[src/rtl/bsg_mem_1rw_sync_mask_write_var_client.sv]
// Request-side controller for a 1rw synchronous masked-write memory: read data 1 cycle after accept,
// 2-entry response buffer; ready_o is a registered credit so consumer stalls never drop read data.
module bsg_mem_1rw_sync_mask_write_var_client
  #(parameter int width_p       = 32
   ,parameter int mask_width_p  = 8
   ,parameter int els_p         = 16
   ,parameter int addr_width_lp = (els_p > 1) ? $clog2(els_p) : 1
   ,parameter int mask_els_lp   = width_p / mask_width_p
   )
  (input  logic                     clk_i
  ,input  logic                     reset_i

  ,input  logic                     v_i
  ,input  logic                     w_i
  ,input  logic [addr_width_lp-1:0] addr_i
  ,input  logic [width_p-1:0]       data_i
  ,input  logic [mask_els_lp-1:0]   w_mask_i
  ,output logic                     ready_o

  ,output logic                     mem_v_o
  ,output logic                     mem_w_o
  ,output logic [addr_width_lp-1:0] mem_addr_o
  ,output logic [width_p-1:0]       mem_data_o
  ,output logic [width_p-1:0]       mem_w_mask_o
  ,input  logic [width_p-1:0]       mem_data_i

  ,output logic                     v_o
  ,output logic [width_p-1:0]       data_o
  ,input  logic                     yumi_i
  );

  logic               accept;
  logic               inflight_r;
  logic [1:0]         occ_r, occ_n;
  logic               wptr_r, rptr_r;
  logic               buf_empty, enq, deq;
  logic [width_p-1:0] buf_r [2];
  logic [width_p-1:0] mask_exp;

  for (genvar j = 0; j < width_p; j++) begin : g_mask
    assign mask_exp[j] = w_mask_i[j/mask_width_p];
  end

  // Credit counts both buffered words and the read whose data lands next cycle.
  assign ready_o = ~reset_i & ((occ_r + {1'b0, inflight_r}) < 2'd2);
  assign accept  = v_i & ready_o;

  assign mem_v_o      = accept;
  assign mem_w_o      = accept & w_i;
  assign mem_addr_o   = addr_i;
  assign mem_data_o   = data_i;
  assign mem_w_mask_o = w_i ? mask_exp : '0;

  assign buf_empty = (occ_r == 2'd0);
  assign v_o       = ~reset_i & (inflight_r | ~buf_empty);
  assign data_o    = buf_empty ? mem_data_i : buf_r[rptr_r];

  // Arriving data bypasses only when the buffer is empty and is taken immediately.
  assign enq   = inflight_r & ~(buf_empty & yumi_i);
  assign deq   = yumi_i & ~buf_empty;
  assign occ_n = occ_r + {1'b0, enq} - {1'b0, deq};

  always_ff @(posedge clk_i) begin
    if (reset_i) begin
      inflight_r <= 1'b0;
      occ_r      <= 2'd0;
      wptr_r     <= 1'b0;
      rptr_r     <= 1'b0;
    end else begin
      inflight_r <= accept & ~w_i;
      occ_r      <= occ_n;
      if (enq) wptr_r <= ~wptr_r;
      if (deq) rptr_r <= ~rptr_r;
    end
  end

  always_ff @(posedge clk_i) begin
    if (enq) buf_r[wptr_r] <= mem_data_i;
  end

  always_ff @(posedge clk_i) begin
    assert (width_p % mask_width_p == 0)
      else $error("width_p must be a multiple of mask_width_p");
    if (!reset_i) begin
      assert (!(yumi_i && !v_o))
        else $error("yumi_i asserted while v_o is low");
    end
  end

endmodule
[config.mk]
export PLATFORM = sky130hd
export DESIGN_NAME = bsg_mem_1rw_sync_mask_write_var_client
export DESIGN_NICKNAME = d
export VERILOG_FILES = /design/src/rtl/bsg_mem_1rw_sync_mask_write_var_client.sv
export SDC_FILE = /design/constraint.sdc
export NUM_CORES = 1
export LEC_CHECK = 0
export CAP_MARGIN = 5
export CORE_ASPECT_RATIO = 0.5
export CORE_UTILIZATION = 36
export DETAILED_ROUTE_END_ITERATION = 10
export PLACE_DENSITY = 0.77
export REMOVE_ABC_BUFFERS = 1
export SETUP_SLACK_MARGIN = 0.05
export SYNTH_ARGS = -nofsm -noshare
export SYNTH_HDL_FRONTEND = slang
export SYNTH_SLANG_ARGS = --single-unit
[constraint.sdc]
create_clock -name clk_i -period 2.6 [get_ports clk_i]
set_input_delay 0.52 -clock clk_i [delete_from_list [all_inputs] [get_ports clk_i]]
set_output_delay 0.52 -clock clk_i [all_outputs]
set_load 0.005 [all_outputs]
==> results of run 1 <==
## cell usage in the layout (no fill, tap or decap), types with 2 or more instances in the layout
cell type / count
xor2_1: 2
dfxtp_1: 3
ha_1: 2
and2_1: 5
buf_4: 4
a21oi_2: 13
clkbuf_1: 4
buf_12: 4
a21oi_1: 20
clkbuf_16: 9
nor2_2: 2
clkdlybuf4s50_1: 108
mux2i_1: 32
dfxtp_2: 3
nor2_1: 39
edfxtp_1: 64
inv_1: 4
## logic make-up after synthesis
family / share of synthesized area [%]
simple gates: 6.33
fa+ha+maj: 0.719
compound gates: 6.87
flops: 58.7
mux: 9.53
xor+xnor: 0.756
buf+inv: 17.1
## Yosys cell counts
master and n:
clkbuf_1 1, mux2i_1 32, edfxtp_1 64, buf_4 65, buf_6 6, dfxtp_1 6
and3_1 1, or2_4 1, ha_1 2, mux2_1 1, xor2_1 2, o21ai_4 1
a21oi_2 12, a21o_1 1, xnor2_1 1, and3b_1 1, nor2_1 41, a21oi_1 21
and2_1 5, buf_2 4, o21ai_0 1, inv_1 4, nor2b_1 1, nand3_1 1
## tightest hold or removal path: cells and delay by family, from the launching register on
kind	cells	cell delay, ps
AND/OR/NAND/NOR	1	80
XOR/XNOR	1	80
flip-flops	1	320
## metrics by stage
stage               setup TNS, ps  instance area, µm²  hold slack (ps)  setup WS (ps)  cells
floorplan                  -12880                2900              472           -201    199
global placement                0                4250              489            143    444
detailed placement              0                4250              510            149    444
CTS                             0                4540              543            110    461
global route                    0                4550              549           79.4    461
finish                          0                4550              527            160    461
## metal layers
layer  vias to the layer above  global-route usage, %  share of wire, %
met1                      1024                   17.4                38
met4                         0                   3.99              0.79
met2                       104                   26.7                48
met3                         5                   10.8                14
met5                         -                   2.39                 0
li1                       1001                      -                 -
## sequential cells by signal (all words and copies together), names as in the netlist, named ones only
register	flops
buf_r	64
occ_r	2
inflight_r	1
rptr_r	1
wptr_r	1
## path summary, 6_finish.rpt
kind	start	end	slack, ps
worst max-delay path	w_i	mem_w_mask_o[2]	160
worst min-delay path	rptr_r	rptr_r	530
worst max register to register	occ_r[0]	occ_r[1]	610
worst min register to register	rptr_r	rptr_r	530
## layout make-up
| cell class | count | area share, % |
|---|---|---|
| sequential | 70 | 45.0 |
| multi-input combinational | 126 | 18.9 |
| tap | 130 | 3.58 |
| inverter | 4 | 0.330 |
| timing repair buffer | 116 | 26.2 |
| clock buffer | 13 | 5.28 |
| clock inverter | 2 | 0.743 |
## what timing repair did
item / in CTS / in global routing
endpoints found under the setup margin: 11 / 5
pin swaps: 1 / 0
hold endpoints to repair: 0 / 0
buffers inserted: 1 / 0
resized for setup: 0 / 3
gates cloned: 1 / 0
hold buffers: 0 / 0
## where the power goes
group          internal, µW  switching (µW)  total (µW)  leakage (µW)
registers              1290            38.8        1330      0.000629
clock network           733             389        1120      0.000131
logic                   887             708        1600      0.000783
==> impl_metrics.json, run 1 <==
{
  "multi_input_area_um2": 857,
  "finalPower_uw": 4050,
  "area_growth_pct": 30.7,
  "ys_ff_latch": 70,
  "leakage_uw": 0.00154,
  "timing.fmax_mhz": 410,
  "synth-seq-area-share_pct": 58.7,
  "cp_num_cells": 3,
  "grt_max_degree": 33,
  "cts.sinks": 70,
  "tightest_slew_ps": 321,
  "outcome": "finished, final reports clean",
  "coreArea_mm2": 0.00904,
  "chipHeight_um": 71.5,
  "start_util_pct": 38.5,
  "ant_nets": 0,
  "cellPowerDensity_mw_per_mm2": 891,
  "gr-total-overflow": 0,
  "post-route-drc-count": 0,
  "hold_class": "flop to flop",
  "cts_tree": "yes",
  "worst_setup_path_end_kind": "output pin",
  "ys_top_cells_by_area": "edfxtp_1 (55%), buf_4 (14%), mux2i_1 (9.2%), nor2_1 (4.4%), dfxtp_1 (3.5%)",
  "final_util_pct": 50.3,
  "fin_worst_skew_ps": 3.98,
  "routed_wirelength_um": 7940,
  "diodes": 0,
  "yosysUniqueCellTypes": 24,
  "ios": 181,
  "worstPathMaxFanout": 8,
  "crit_path_max_incr_delay_ps": 570,
  "root_buffer": "clkbuf_16",
  "seq_area_mm2": 0.00205,
  "crit_chain": "clkdlybuf4s50_1 -> and2_1 -> clkdlybuf4s50_1",
  "track_usage_pct": 16.3,
  "cts_buffer_depth": 2,
  "slew_violations": 0,
  "drt_iter0_drc": 95,
  "clock_latency_ps": 320,
  "worstSetupStartpointType": "input pin",
  "dp_hpwl_um": 5470,
  "avgRoutedWirePerCell_um": 17.2,
  "worstSetupPathType": "input pin to output pin",
  "drv_cap": 0,
  "firstDrtPassIters": 4,
  "crit_arrival_ps": 1920,
  "reg2regPathDepth": 9,
  "path_buf_inv": 2,
  "numCtsBuffers": 9,
  "vias": 2134,
  "holdPathStages": 2,
  "die_w_um": 141,
  "slowest_stage": "clkdlybuf4s50_1",
  "drive_above_1_share_pct": 11.8,
  "cp.required_ps": 2080,
  "rsz0062_at_grt": "no",
  "ir_worst_vdd_v": 0.000423,
  "die_area_mm2": 0.0101,
  "setup_viol": 0,
  "synth_top_area_share_pct": 55.3,
  "synth_cells": 275,
  "grt_pass1_wl_um": 11800,
  "cp_common_cell": "clkdlybuf4s50_1",
  "port_buffers": 108,
  "cp_top_family": "buffers and inverters",
  "cts.clk_slew.worst_paths_ps": 50,
  "yosysWarnings": 0,
  "num_rows": 24,
  "n_fill_cell": 771,
  "antenna_found_initial": 0,
  "syn_area_mm2": 0.00348,
  "yosysTopAreaCell": "edfxtp_1",
  "gp_congestion": 0.701,
  "post-route-min-period_ps": 2440,
  "avgSynthCellArea_um2": 12.6,
  "avgViaCountPerCell": 4.63,
  "hold_viol": 0,
  "finalCritPeriodShare_pct": 93.8,
  "slew_headroom_pct": 78.6,
  "grt_pass1_vias": 2198,
  "ctsHtreeMaxLevel": 3,
  "nets": 406
}
Power figures use the tool's default switching activity.
==> run 2: changes to the inputs <==
CORE_MARGIN = 2   (was default)
==> run 2 against run 1 <==
Against the previous run:
- final cell count up 1.3%
- worst hold slack got worse by 27 ps
- sequential cell count is the same
- sequential share of layout area hardly changed
- critical path depth unchanged
- largest power group unchanged
==> impl_metrics.json, run 2 (synthesis results as in run 1) <==
{
  "post-route-min-period_ps": 2470,
  "grt_max_degree": 33,
  "outcome": "finished, final reports clean",
  "rsz0062_at_grt": "no",
  "crit_arrival_ps": 1950,
  "vias": 2224,
  "root_buffer": "clkbuf_16",
  "finalCritPeriodShare_pct": 95.0,
  "cts_tree": "yes",
  "cellPowerDensity_mw_per_mm2": 884,
  "avgRoutedWirePerCell_um": 18.7,
  "drt_iter0_drc": 206,
  "hold_class": "flop to flop",
  "slowest_stage": "clkdlybuf4s50_1",
  "final_util_pct": 48.3,
  "cp_common_cell": "clkdlybuf4s50_1",
  "coreArea_mm2": 0.00942,
  "numCtsBuffers": 9,
  "ir_worst_vdd_v": 0.000515,
  "worstPathMaxFanout": 8,
  "crit_chain": "clkdlybuf4s50_1 -> and2_1 -> clkdlybuf4s50_1",
  "worstSetupStartpoint": "w_i",
  "slew_violations": 0,
  "fin_worst_skew_ps": 5.56,
  "dp_hpwl_um": 5820,
  "place_ws_ps": 125,
  "crit_path_max_incr_delay_ps": 570,
  "worstReg2RegStart": "occ_r[0]",
  "leakage_uw": 0.00155,
  "largest_register_ffs": 64,
  "regMostFlops": "buf_r",
  "drive_above_1_share_pct": 13.0,
  "gp_congestion": 0.727,
  "routed_wirelength_um": 8730,
  "ant_nets": 0,
  "finish.instance_area_mm2": 0.00455,
  "gr-total-overflow": 0,
  "hold_viol": 0,
  "chipHeight_um": 73.5,
  "postCtsHoldBufs": 0,
  "tightest_slew_ps": 391,
  "start_util_pct": 36.9,
  "die_area_mm2": 0.0105,
  "slew_headroom_pct": 73.7,
  "cp.required_ps": 2080,
  "post-route-drc-count": 0,
  "n_fill_cell": 820,
  "fin_hold_ws_ps": 499,
  "cp_top_family": "buffers and inverters",
  "setup_viol": 0,
  "ctsHtreeMaxLevel": 3,
  "firstDrtPassIters": 4,
  "placed_cells": 448,
  "area_growth_pct": 30.8,
  "avgViaCountPerCell": 4.76,
  "num_rows": 25,
  "drv_cap": 0,
  "ios": 181,
  "worstSetupStartpointType": "input pin",
  "fin_cells": 467,
  "setup_ws_ps": 130,
  "final_common_cell": "clkdlybuf4s50_1",
  "post_dp_cell_area_mm2": 0.00426,
  "grt_pass1_vias": 2149,
  "cts.clk_slew.worst_paths_ps": 50,
  "diodes": 0,
  "track_usage_pct": 16.5,
  "clock_latency_ps": 320,
  "cts.sinks": 70,
  "antenna_found_initial": 0,
  "worstSetupPathType": "input pin to output pin",
  "grt_pass1_wl_um": 12400,
  "min_from": "rptr_r",
  "worst_setup_path_end_kind": "output pin",
  "timing.fmax_mhz": 405,
  "cts_buffer_depth": 2,
  "layout_common_cells": "clkdlybuf4s50_1 (108), edfxtp_1 (64), nor2_1 (39)",
  "port_buffers": 108,
  "nets": 407,
  "top_regs": "buf_r (64), occ_r (2)",
  "die_w_um": 143,
  "path_buf_inv": 2
}
-- run 2: changes by cell type in the layout (fill, tap and decap cells not counted), sizes merged --
cell	change
clkbuf	-4
clkinv	+4
clkinvlp	+1
bufinv	-1
buf	+1
-- run 2: worst paths after layout --
path / end / slack [ps] / cells past startpoint
worst max-delay path: mem_w_mask_o[20] / 130 / 3
worst max register to register: occ_r[1] / 600 / 8
worst min register to register: flop / 500 / 2
worst min-delay path: flop / 500 / 2
-- run 2: final cells by class --
class | instances | area (µm²) | share of cell area, %
multi-input cells | 126 | 855 | 18.8
clock inverters | 6 | 30.0 | 0.660
inverters | 4 | 15.0 | 0.330
well taps | 135 | 169 | 3.71
flip-flops and latches | 70 | 2050 | 45.0
repair buffers | 117 | 1210 | 26.6
clock buffers | 9 | 225 | 4.95
-- run 2: power by group --
part           total, µW  switching [µW]  internal, µW
Clock               1040             415           626
Sequential          1330            37.5          1290
Combinational       1650             730           921
Total               4020            1180          2840
-- run 2: through the flow --
step                power, µW  TNS (ps)
floorplan                2020    -12880
global placement         2910         0
detailed placement       2930         0
CTS                      4050         0
global route             4220         0
finish                   4020         0
-- run 2: routing by layer --
metal / share of wire, % / global-route usage (%) / up-vias
met5: 0.66 / 7.66 / -
met4: 0.89 / 3.96 / 2
met3: 13 / 11.1 / 12
met2: 45 / 24.3 / 136
met1: 41 / 19.3 / 1074
li1: - / - / 1000
-- run 2: tightest hold or removal path: cells and delay by family, from the launching register on --
kind | cells | cell delay [ps]
simple gates | 1 | 70
xor+xnor | 1 | 80
flops | 1 | 320
-- run 2: timing repair --
action	in CTS	in global routing
cloned	1	0
hold endpoints to repair	0	0
resized for setup	0	3
pin swaps	1	0
setup buffers	3	0
setup endpoints to repair	6	6
